## src/rtl/serial_tx_shifter.sv

```systemverilog
// serial_tx_shifter
//
// Parallel-to-serial shifter for the bit-serial sequence detectors. A WIDTH-bit
// word is taken over a valid/ready handshake and sent out on x one bit per
// clock. bit_valid marks the word bits and last marks the final bit of each
// word. While no word is in flight, x is held at 0, so a downstream detector
// sees only zeros.
//
// Optional feature macro: SER_SKID_EN
//   When defined, a one-word holding register lets the next word be accepted
//   while the current one is still shifting. Words then follow back to back
//   with no idle cycle between them.
//
// Parameters
//   WIDTH      word width in bits, 2..32
//   LSB_FIRST  0 = MSB transmitted first, 1 = LSB transmitted first
//
// Ports
//   clk        rising-edge clock
//   rst        asynchronous active-low reset
//   din        parallel word, sampled only at an accepting edge
//   din_valid  din carries a word this cycle
//   din_ready  shifter can take a word this cycle (no path from din_valid)
//   x          serial data, 0 whenever bit_valid is low
//   bit_valid  x carries a word bit this cycle
//   last       x carries the final bit of the word
//   busy       shifter is in the SHIFT state
module serial_tx_shifter #(
  parameter int WIDTH     = 8,
  parameter int LSB_FIRST = 0
) (
  input  logic             clk,
  input  logic             rst,
  input  logic [WIDTH-1:0] din,
  input  logic             din_valid,
  output logic             din_ready,
  output logic             x,
  output logic             bit_valid,
  output logic             last,
  output logic             busy
);

  localparam int CW = $clog2(WIDTH);
  localparam logic [CW-1:0] CNT_LOAD = CW'(WIDTH - 1);

  typedef enum logic {IDLE, SHIFT} state_t;

  state_t           state, state_nxt;
  logic [WIDTH-1:0] shreg, shreg_nxt;
  logic [CW-1:0]    cnt, cnt_nxt;
  logic [WIDTH-1:0] shifted;
  logic             accept;

`ifdef SER_SKID_EN
  logic [WIDTH-1:0] hold, hold_nxt;
  logic             hold_full, hold_full_nxt;

  // Ready depends only on the hold slot, so a word can be taken while shifting.
  assign din_ready = !hold_full;
`else
  assign din_ready = (state == IDLE);
`endif

  assign accept = din_valid && din_ready;

  // Move the shift register one place toward the output end. Vacated bits fill
  // with 0, so the register is empty once a whole word has been sent.
  always_comb begin
    if (LSB_FIRST != 0) shifted = shreg >> 1;
    else                shifted = shreg << 1;
  end

  // All outputs are decoded from registers only. An asynchronous reset drops
  // x and the strobes in the same instant that the state is cleared.
  assign busy      = (state == SHIFT);
  assign bit_valid = (state == SHIFT);
  assign last      = (state == SHIFT) && (cnt == '0);
  assign x         = (state == SHIFT) &&
                     ((LSB_FIRST != 0) ? shreg[0] : shreg[WIDTH-1]);

  // State register and datapath registers.
  always_ff @(posedge clk or negedge rst) begin
    if (!rst) begin
      state <= IDLE;
      shreg <= '0;
      cnt   <= '0;
    end else begin
      state <= state_nxt;
      shreg <= shreg_nxt;
      cnt   <= cnt_nxt;
    end
  end

`ifdef SER_SKID_EN
  // Holding register for the word waiting behind the one being shifted.
  always_ff @(posedge clk or negedge rst) begin
    if (!rst) begin
      hold      <= '0;
      hold_full <= 1'b0;
    end else begin
      hold      <= hold_nxt;
      hold_full <= hold_full_nxt;
    end
  end
`endif

  // Next-state logic. A word is loaded from IDLE. In SHIFT the register shifts
  // once per edge. At the final bit, the shifter either returns to IDLE or
  // (with the skid buffer) goes straight on to the next word.
  always_comb begin
    state_nxt = state;
    shreg_nxt = shreg;
    cnt_nxt   = cnt;
`ifdef SER_SKID_EN
    hold_nxt      = hold;
    hold_full_nxt = hold_full;
`endif
    case (state)
      IDLE: begin
        if (accept) begin
          shreg_nxt = din;
          cnt_nxt   = CNT_LOAD;
          state_nxt = SHIFT;
        end
      end
      SHIFT: begin
        shreg_nxt = shifted;
        cnt_nxt   = cnt - 1'b1;
        if (cnt == '0) begin
`ifdef SER_SKID_EN
          if (hold_full) begin
            // The held word moves into the shifter. A word arriving on this
            // same edge takes its place in the hold slot.
            shreg_nxt     = hold;
            cnt_nxt       = CNT_LOAD;
            hold_full_nxt = accept;
            if (accept) hold_nxt = din;
          end else if (accept) begin
            // The hold slot is empty. A word offered on the final edge goes
            // directly into the shifter so that it is neither stranded nor
            // delayed.
            shreg_nxt = din;
            cnt_nxt   = CNT_LOAD;
          end else begin
            state_nxt = IDLE;
            cnt_nxt   = '0;
          end
`else
          state_nxt = IDLE;
          cnt_nxt   = '0;
`endif
        end else begin
`ifdef SER_SKID_EN
          if (accept) begin
            hold_nxt      = din;
            hold_full_nxt = 1'b1;
          end
`endif
        end
      end
      default: begin
        state_nxt = IDLE;
      end
    endcase
  end

endmodule

```

## config.mk

```make
export PLATFORM = sky130hd
export DESIGN_NAME = serial_tx_shifter
export DESIGN_NICKNAME = d
export VERILOG_FILES = /design/src/rtl/serial_tx_shifter.sv
export SDC_FILE = /design/constraint.sdc
export NUM_CORES = 1
export LEC_CHECK = 0
export BUFFER_PORTS_ARGS = -buffer_cell sky130_fd_sc_hd__buf_4
export CORE_AREA = 2 2 39 41
export CTS_BUF_LIST = sky130_fd_sc_hd__clkbuf_4 sky130_fd_sc_hd__clkbuf_8
export CTS_CLUSTER_DIAMETER = 100
export DETAILED_ROUTE_END_ITERATION = 12
export DIE_AREA = 0 0 41 43
export HOLD_SLACK_MARGIN = 0.05
export PLACE_DENSITY = 0.77
export SYNTH_ARGS = -nofsm -noshare
export SYNTH_HDL_FRONTEND = slang
export SYNTH_SLANG_ARGS = --single-unit
```

## constraint.sdc

```tcl
create_clock -name clk -period 1.55 [get_ports clk]
set_clock_uncertainty 0.2 [all_clocks]
set_input_delay 0.31 -clock clk [delete_from_list [all_inputs] [get_ports clk]]
set_output_delay 0.31 -clock clk [all_outputs]
set_load 0.005 [all_outputs]
```

==> impl_metrics.py, run 1 <==
metrics = {
    "critical_path": {
        "crit_required_ns": 1.04,
        "arrival_ns": 1.25,
        "max_stage_delay_ns": 0.40,
        "crit_family": "flip-flops",
        "worstSetupPathType": "flop to output port",
        "worst_setup_path_start_kind": "flop",
        "critical_path_buf_inv_count": 1,
        "cp_slowest_cell": "dfrtp_1",
        "critPathMaxFanout": 2,
        "endpoint_kind": "output port",
        "cp_cell_sequence": "nor2_2 > ha_2 > and2_4 > buf_6",
        "reg2reg_slack_ns": 0.12,
    },
    "timing": {
        "rsz0062_at_grt": "true",
        "setup_slack_ns": -0.206,
        "fmax_mhz": 570,
        "slew_violations": 0,
        "worstMarginPinSlew_ns": 0.182,
        "relSlewSlack": 0.878,
        "hold_viol": 0,
        "fin_hold_ws_ns": 0.0944,
        "final.period_utilization": 1.13,
        "setup_viol_count_final": 1,
        "post-route-min-period_ns": 1.76,
    },
    "layout": {
        "diodes": 0,
        "area_growth_pct": 40.2,
        "final_nets": 97,
        "fillers": 129,
        "final_common_cell": "buf_4",
        "final_cell_mix": "buf_4, dfrtp_1, nand2_1",
        "drive_gt1_frac": 0.398,
        "postLayoutCellArea_um2": 816,
    },
    "power_and_ir_drop": {
        "powerDensity_mw_per_mm2": 1730,
        "peakVddDrop_uv": 849,
        "p_total_mw": 1.41,
        "leakagePower_nw": 0.418,
    },
    "synth": {
        "avgSynthCellArea_um2": 10.0,
        "synth_seq_cells": 12,
        "synth.cell_area_um2": 582,
        "synth_fp_nets": 71,
        "synthDistinctLibCells": 15,
        "yosysWarnings": 0,
        "netlist_instances": 58,
        "yosysSeqAreaShare": 0.516,
    },
    "routing": {
        "drt-vias-per-instance": 4.67,
        "drc": 0,
        "drt_iter0_drc": 0,
        "ant_nets": 0,
        "totalWireLength_um": 1130,
        "wl_per_cell_um": 11.4,
        "firstDrtPassIters": 1,
        "num_vias": 462,
    },
    "floorplan": {
        "io_pins": 16,
        "die_w_um": 41,
        "die_h_um": 43,
        "floorplan.initialDensity": 0.420,
        "die-area_mm2": 0.00176,
        "fp.coreArea_mm2": 0.00138,
        "rows": 14,
    },
    "cts": {
        "cts_tree": "done",
        "cts_sinks": 12,
        "clk_latency_ns": 0.27,
        "cts_root_buf": "clkbuf_4",
        "clkSlewWorstSetupHoldPaths_ns": 0.08,
        "clk_path_buf_depth": 2,
        "numCtsBuffers": 3,
        "htreeDepth": 1,
    },
    "grt": {
        "antenna_found_initial": 0,
        "grt_pass1_vias": 392,
        "track_usage": 0.148,
        "grt_max_degree": 13,
        "grt_overflow": 0,
        "grt_first_pass_wirelength_um": 1730,
    },
    "run": {
        "maxCapViolCount": 0,
    },
    "placement": {
        "placed_area_um2": 701,
        "dp_hpwl_um": 721,
        "io_buffers": 15,
        "gp_congestion": 0.612,
    },
    "hold_path": {
        "hp-class": "primary input to flop",
    },
    "status": {
        "violations": "setup timing",
        "status": "finished, violations left",
    },
}
==> stage by stage <==
stage | setup WS [ns] | util | TNS (ns) | instances
after global placement | 0.122 | 0.506 | 0 | 87
final | -0.206 | 0.590 | -0.206 | 99
after global routing | -0.259 | 0.590 | -0.261 | 99
after CTS | -0.185 | 0.559 | -0.186 | 95
after detailed placement | 0.0768 | 0.506 | 0 | 87
after floorplan | 0.240 | - | 0 | 58
==> layer usage <==
| layer | vias up | share of wire | global-route usage |
|---|---|---|---|
| met2 | 10 | 0.48 | 0.181 |
| met3 | 2 | 0.053 | 0.0785 |
| li1 | 238 | - | - |
| met1 | 212 | 0.46 | 0.216 |
| met4 | 0 | 0.0071 | 0.0600 |
| met5 | - | 0 | 0 |
==> what timing repair did <==
item / CTS / global route
setup endpoints to repair: 2 / 2
setup buffers: 3 / 4
gates cloned: 0 / 0
pin swaps: 0 / 2
resized for setup: 2 / 4
endpoints found under the hold margin: 12 / 0
hold buffers: 1 / 0
==> path summary, 6_finish.rpt <==
kind,startpoint,to,cells past startpoint
max reg2reg,cnt[0]$_DFFE_PN0P_,cnt[2]$_DFFE_PN0P_,7
max,cnt[0]$_DFFE_PN0P_,last,4
max in group asynchronous,rst,bit_valid$_DFF_PN0_,2
min reg2reg,shreg[5]$_DFFE_PN0P_,shreg[6]$_DFFE_PN0P_,2
min in group asynchronous,rst,cnt[1]$_DFFE_PN0P_,2
min,din[0],shreg[0]$_DFFE_PN0P_,3
==> cell type report <==
cell class                 count  area, µm²  area share
clock buffer                   4       36.3      0.0445
tap                           16       20.0      0.0245
multi-input combinational     39        249       0.305
sequential                    12        302       0.370
timing repair buffer          25        198       0.242
inverter                       3       11.3      0.0138
==> synthesized netlist by cell type <==
| cell type | number | area, µm² |
|---|---|---|
| buf_6 | 1 | 11.3 |
| o31a_2 | 1 | 10.0 |
| inv_1 | 3 | 11.3 |
| and2_1 | 2 | 12.5 |
| buf_4 | 1 | 7.51 |
| mux2i_1 | 8 | 80.1 |
| nand2_1 | 10 | 37.5 |
| o21ai_1 | 5 | 25.0 |
| o221ai_1 | 1 | 8.76 |
| ha_1 | 2 | 25.0 |
| buf_2 | 1 | 5.00 |
| dfrtp_1 | 12 | 300 |
| o21ai_0 | 4 | 20.0 |
| nor2_1 | 6 | 22.5 |
| clkbuf_2 | 1 | 5.00 |
==> sequential cells by signal, summed over array words and instances, names as in the netlist <==
name       cells
shreg          8
cnt            3
bit_valid      1
==> power by group <==
group / internal (mW) / switching (mW)
clock: 0.143 / 0.102
sequential: 0.445 / 0.0836
combinational: 0.377 / 0.265
total: 0.964 / 0.450
==> cell families (layout without fill, tap and decap cells) <==
group                    after synthesis  in the layout  synth area share
adder cells (fa/ha/maj)                2              2            0.0430
AND/OR/NAND/NOR                       18             18             0.125
AO/OA/AOI/OAI                         11             11             0.110
buffers and inverters                  7             32            0.0688
multiplexers                           8              8             0.138
flip-flops                            12             12             0.516
==> worst min-delay path, stage by stage <==
cell and delay [ns]:
buf_4 0.07, mux2i_1 0.05, nor2_1 0.08
(Power assumes the default switching activity.)
==> inputs of run 2 (changes only) <==
--- a/config.mk
+++ b/config.mk
@@ -5,6 +5,7 @@
 export SDC_FILE = /design/constraint.sdc
 export NUM_CORES = 1
 export LEC_CHECK = 0
+export ABC_AREA = 1
 export BUFFER_PORTS_ARGS = -buffer_cell sky130_fd_sc_hd__buf_4
 export CORE_AREA = 2 2 39 41
 export CTS_BUF_LIST = sky130_fd_sc_hd__clkbuf_4 sky130_fd_sc_hd__clkbuf_8
@@ -12,7 +13,7 @@
 export DETAILED_ROUTE_END_ITERATION = 12
 export DIE_AREA = 0 0 41 43
 export HOLD_SLACK_MARGIN = 0.05
-export PLACE_DENSITY = 0.77
+export PLACE_DENSITY = 0.83
 export SYNTH_ARGS = -nofsm -noshare
 export SYNTH_HDL_FRONTEND = slang
 export SYNTH_SLANG_ARGS = --single-unit
==> impl_metrics.py, run 2 <==
metrics = {
    "routing": {
        "drt_iter0_drc": 16,
        "wl_per_cell_um": 10.7,
        "drc": 0,
        "ant_nets": 0,
        "drt-vias-per-instance": 4.64,
        "totalWireLength_um": 1300,
        "firstDrtPassIters": 4,
        "num_vias": 562,
    },
    "layout": {
        "fin_util": 0.616,
        "final_common_cell": "nand2_1",
        "regMostFlops": "shreg",
        "final_cell_mix": "nand2_1, buf_4, dfrtp_1",
        "drive_gt1_frac": 0.419,
        "fillers": 122,
        "largest_reg_flops": 8,
        "area_growth_pct": 28.0,
        "diodes": 0,
        "final_nets": 120,
    },
    "critical_path": {
        "worstSetupPathType": "flop to output port",
        "timing.rr.end": "cnt[2]$_DFFE_PN0P_",
        "endpoint_kind": "output port",
        "critPathMaxFanout": 2,
        "arrival_ns": 1.20,
        "reg2reg_slack_ns": 0.10,
        "ff2ff_path_depth": 7,
        "crit_start": "cnt[1]$_DFFE_PN0P_",
        "worst_setup_path_start_kind": "flop",
        "worstReg2RegStart": "cnt[1]$_DFFE_PN0P_",
        "crit_required_ns": 1.04,
        "endpoint": "last",
    },
    "cts": {
        "cts_sinks": 12,
        "htreeDepth": 1,
        "clkSlewWorstSetupHoldPaths_ns": 0.07,
        "cts_tree": "done",
        "clk_path_buf_depth": 2,
        "clk_latency_ns": 0.27,
        "cts_root_buf": "clkbuf_4",
        "numCtsBuffers": 3,
    },
    "floorplan": {
        "fp.coreArea_mm2": 0.00138,
        "die_w_um": 41,
        "die_h_um": 43,
        "die-area_mm2": 0.00176,
        "floorplan.initialDensity": 0.481,
        "rows": 14,
        "io_pins": 16,
    },
    "grt": {
        "grt_overflow": 0,
        "grt_first_pass_wirelength_um": 2280,
        "antenna_found_initial": 0,
        "grt_pass1_vias": 568,
        "track_usage": 0.200,
        "grt_max_degree": 13,
    },
    "power_and_ir_drop": {
        "p_total_mw": 1.48,
        "clkPwrFrac": 0.123,
        "power_switching_mw": 0.566,
        "switching_share": 0.384,
        "peakVddDrop_uv": 862,
        "powerDensity_mw_per_mm2": 1730,
        "combinationalPowerShare": 0.508,
        "p_int_mw": 0.910,
        "p_seq_frac": 0.369,
        "leakagePower_nw": 0.483,
    },
    "hold_path": {
        "hp-class": "primary input to flop",
    },
    "synth": {
        "synth_fp_nets": 95,
        "async_flop_share": 1.00,
        "yosysSeqAreaShare": 0.451,
        "synth_top_area_frac": 0.451,
        "ys_top_cells_by_area": "dfrtp_1, nand2_1, nand2_2",
        "yosysMostFrequentCell": "nand2_1",
        "synthTopCellsByCount": "nand2_1, dfrtp_1, nand2_2",
        "netlist_instances": 82,
        "synth_seq_cells": 12,
        "synthDistinctLibCells": 20,
        "synth.cell_area_um2": 666,
        "synth_edf_count": 0,
        "yosysWarnings": 0,
        "yosysTopAreaCell": "dfrtp_1",
        "avgSynthCellArea_um2": 8.12,
        "dominantRegCellSynth": "dfrtp_1",
    },
    "placement": {
        "io_buffers": 15,
        "dp_hpwl_um": 913,
        "gp_congestion": 0.761,
    },
    "status": {
        "status": "finished, violations left",
        "violations": "setup timing",
    },
    "timing": {
        "final.period_utilization": 1.10,
        "fin_hold_ws_ns": 0.0996,
        "fmax_mhz": 586,
        "relSlewSlack": 0.878,
        "slew_violations": 0,
        "rsz0062_at_grt": "true",
        "hold_viol": 0,
        "post-route-min-period_ns": 1.71,
        "setup_slack_ns": -0.158,
        "setup_viol_count_final": 2,
        "worstMarginPinSlew_ns": 0.183,
    },
    "run": {
        "maxCapViolCount": 0,
    },
}
-- run 2: cell families after synthesis --
| group | synth area share |
|---|---|
| AO/OA/AOI/OAI | 0.0733 |
| adder cells (fa/ha/maj) | 0.0376 |
| buffers and inverters | 0.115 |
| flip-flops | 0.451 |
| AND/OR/NAND/NOR | 0.323 |
-- run 2: how the worst min path moves through the flow --
| stage | slack (ns) | cells past startpoint | from | end |
|---|---|---|---|---|
| after floorplan | -0.19 | 0 | rst | bit_valid$_DFF_PN0_ |
| after global placement | -0.05 | 1 | rst | shreg[5]$_DFFE_PN0P_ |
| after detailed placement | -0.05 | 1 | rst | shreg[5]$_DFFE_PN0P_ |
| after CTS | 0.09 | 3 | din[0] | shreg[0]$_DFFE_PN0P_ |
| after global routing | 0.12 | 3 | din[0] | shreg[0]$_DFFE_PN0P_ |
| final | 0.1 | 3 | din[0] | shreg[0]$_DFFE_PN0P_ |
-- run 2: power groups by stage --
stage                     Clock (mW)  Sequential [mW]  Combinational, mW
after floorplan                    0            0.537              0.469
after global placement             0            0.551              0.596
after detailed placement           0            0.562              0.620
after CTS                      0.189            0.538              0.721
after global routing           0.212            0.559              0.852
final                          0.182            0.544              0.750
-- run 2: cell type report --
class	instances	area (µm²)	area share
Sequential cell	12	302	0.354
Clock buffer	3	22.5	0.0264
Tap cell	16	20.0	0.0235
Timing Repair Buffer	24	186	0.219
Multi-Input combinational cell	58	292	0.342
Inverter	8	30.0	0.0352
-- run 2: routing by layer --
| metal | GRT usage | routed length, µm |
|---|---|---|
| met1 | 0.238 | 547 |
| met2 | 0.284 | 653 |
| met3 | 0.0733 | 73 |
| met4 | 0.140 | 25 |
| met5 | 0 | 0 |
-- run 2: per-stage QoR --
step / area, µm² / setup slack, ns / setup TNS, ns / std cells
finish: 852 / -0.158 / -0.200 / 121
global placement: 774 / 0.114 / 0 / 112
global route: 852 / -0.219 / -0.358 / 121
detailed placement: 774 / 0.0727 / 0 / 112
floorplan: 666 / 0.230 / 0 / 82
CTS: 838 / -0.133 / -0.178 / 120
-- run 2: timing repair --
| action | CTS | global route |
|---|---|---|
| resized for setup | 1 | 2 |
| hold endpoints to repair | 12 | 0 |
| hold buffers | 1 | 0 |
| endpoints found under the setup margin | 3 | 3 |
| buffers inserted | 4 | 1 |
| pin swaps | 1 | 2 |
-- run 2: worst max-delay path, stage by stage, from the launching register on --
cell and delay, ns:
dfrtp_1 0.40, nor2_2 0.14, ha_2 0.18, nand2_1 0.06, inv_2 0.06, buf_6 0.08
==> inputs of run 3 (changes only) <==
--- a/config.mk
+++ b/config.mk
@@ -7,13 +7,12 @@
 export LEC_CHECK = 0
 export ABC_AREA = 1
 export BUFFER_PORTS_ARGS = -buffer_cell sky130_fd_sc_hd__buf_4
-export CORE_AREA = 2 2 39 41
+export CORE_UTILIZATION = 36
 export CTS_BUF_LIST = sky130_fd_sc_hd__clkbuf_4 sky130_fd_sc_hd__clkbuf_8
 export CTS_CLUSTER_DIAMETER = 100
 export DETAILED_ROUTE_END_ITERATION = 12
-export DIE_AREA = 0 0 41 43
 export HOLD_SLACK_MARGIN = 0.05
-export PLACE_DENSITY = 0.83
+export PLACE_DENSITY = 0.56
 export SYNTH_ARGS = -nofsm -noshare
 export SYNTH_HDL_FRONTEND = slang
 export SYNTH_SLANG_ARGS = --single-unit
==> impl_metrics.py, run 3 (synthesized netlist as in run 2, its figures left out) <==
metrics = {
    "status": {
        "status": "finished, violations left",
        "violations": "setup timing",
    },
    "power_and_ir_drop": {
        "switching_share": 0.372,
        "clkPwrFrac": 0.163,
        "peakVddDrop_uv": 807,
        "p_int_mw": 0.995,
        "powerDensity_mw_per_mm2": 1760,
        "p_total_mw": 1.58,
        "leakagePower_nw": 0.497,
        "p_seq_frac": 0.340,
        "power_switching_mw": 0.589,
        "combinationalPowerShare": 0.497,
    },
    "timing": {
        "hold_viol": 0,
        "finalSetupTns_ns": -0.173,
        "fin_hold_ws_ns": 0.0756,
        "fmax_mhz": 580,
        "relSlewSlack": 0.884,
        "post-route-min-period_ns": 1.72,
        "setup_slack_ns": -0.173,
        "slew_violations": 0,
        "setup_viol_count_final": 1,
        "final.period_utilization": 1.11,
        "worstMarginPinSlew_ns": 0.174,
        "rsz0062_at_grt": "true",
    },
    "routing": {
        "num_vias": 568,
        "ant_nets": 0,
        "drt_iter0_drc": 8,
        "totalWireLength_um": 1350,
        "drt-vias-per-instance": 4.30,
        "wl_per_cell_um": 10.2,
        "firstDrtPassIters": 4,
        "drc": 0,
    },
    "cts": {
        "clk_path_buf_depth": 2,
        "cts_tree": "done",
        "numCtsBuffers": 3,
        "cts_sinks": 12,
        "clk_latency_ns": 0.28,
        "cts_root_buf": "clkbuf_4",
        "htreeDepth": 1,
        "clkSlewWorstSetupHoldPaths_ns": 0.09,
    },
    "layout": {
        "area_growth_pct": 35.2,
        "diodes": 0,
        "regMostFlops": "shreg",
        "final_common_cell": "nand2_1",
        "final_nets": 121,
        "drive_gt1_frac": 0.458,
        "final_cell_mix": "nand2_1, buf_4, dfrtp_1",
        "largest_reg_flops": 8,
        "fillers": 167,
        "fin_util": 0.521,
    },
    "grt": {
        "grt_first_pass_wirelength_um": 2330,
        "track_usage": 0.164,
        "grt_overflow": 0,
        "antenna_found_initial": 0,
        "grt_pass1_vias": 531,
        "grt_max_degree": 13,
    },
    "critical_path": {
        "arrival_ns": 1.21,
        "critPathMaxFanout": 2,
        "worstSetupPathType": "flop to output port",
        "endpoint_kind": "output port",
        "crit_required_ns": 1.04,
        "worst_setup_path_start_kind": "flop",
    },
    "placement": {
        "gp_congestion": 0.724,
        "io_buffers": 15,
        "dp_hpwl_um": 877,
    },
    "floorplan": {
        "die-area_mm2": 0.00203,
        "floorplan.initialDensity": 0.386,
        "rows": 15,
        "io_pins": 16,
        "fp.coreArea_mm2": 0.00173,
        "die_w_um": 45,
        "die_h_um": 45,
    },
    "run": {
        "maxCapViolCount": 0,
    },
    "hold_path": {
        "hp-class": "primary input to flop",
    },
}
[run 3: power by group through the flow]
stage	Clock, mW	Combinational (mW)	Sequential, mW
floorplan	0	0.469	0.537
detailed placement	0	0.616	0.555
CTS	0.266	0.697	0.533
finish	0.258	0.788	0.538
global placement	0	0.612	0.551
global route	0.280	0.905	0.560
[run 3: area by class of cell]
class / count / area [µm²] / share of cell area
Tap cell: 25 / 31.3 / 0.0348
Inverter: 8 / 32.5 / 0.0362
Sequential cell: 12 / 302 / 0.335
Clock buffer: 4 / 36.3 / 0.0403
Timing Repair Buffer: 25 / 201 / 0.224
Multi-Input combinational cell: 58 / 297 / 0.330
[run 3: worst max-delay path, stage by stage, from the launching register on]
cell and delay [ns]:
dfrtp_1 0.41, nor2_2 0.15, ha_2 0.19, nand2_2 0.05
inv_2 0.05, buf_6 0.08
[run 3: final timing paths]
check	from	cells past startpoint	slack, ns	to
max	cnt[1]$_DFFE_PN0P_	5	-0.17	last
min	din[0]	3	0.08	shreg[0]$_DFFE_PN0P_
max reg2reg	cnt[1]$_DFFE_PN0P_	7	0.12	cnt[2]$_DFFE_PN0P_
min reg2reg	shreg[3]$_DFFE_PN0P_	2	0.29	shreg[3]$_DFFE_PN0P_
max in group asynchronous	rst	2	0.77	bit_valid$_DFF_PN0_
min in group asynchronous	rst	2	0.20	shreg[7]$_DFFE_PN0P_
[run 3: per-stage QoR]
stage | instance area [µm²] | std cells | setup slack (ns)
6_report | 900 | 132 | -0.173
5_1_grt | 900 | 132 | -0.233
4_1_cts | 855 | 129 | -0.156
3_5_place_dp | 786 | 121 | 0.0850
3_3_place_gp | 786 | 121 | 0.110
2_1_floorplan | 666 | 82 | 0.230
[run 3: routing by layer]
layer / track usage / vias to the layer above / wire, µm
li1: - / 295 / -
met1: 0.222 / 256 / 675
met2: 0.238 / 15 / 604
met3: 0.0280 / 2 / 60
met4: 0.109 / 0 / 12
met5: 0 / - / 0
[run 3: repair_timing]
| item | CTS | global route |
|---|---|---|
| cloned | 0 | 0 |
| hold endpoints to repair | 12 | 0 |
| pin swaps | 1 | 3 |
| hold buffers | 1 | 0 |
| buffers inserted | 3 | 3 |
| setup endpoints to repair | 2 | 5 |
| gates resized for setup | 0 | 9 |
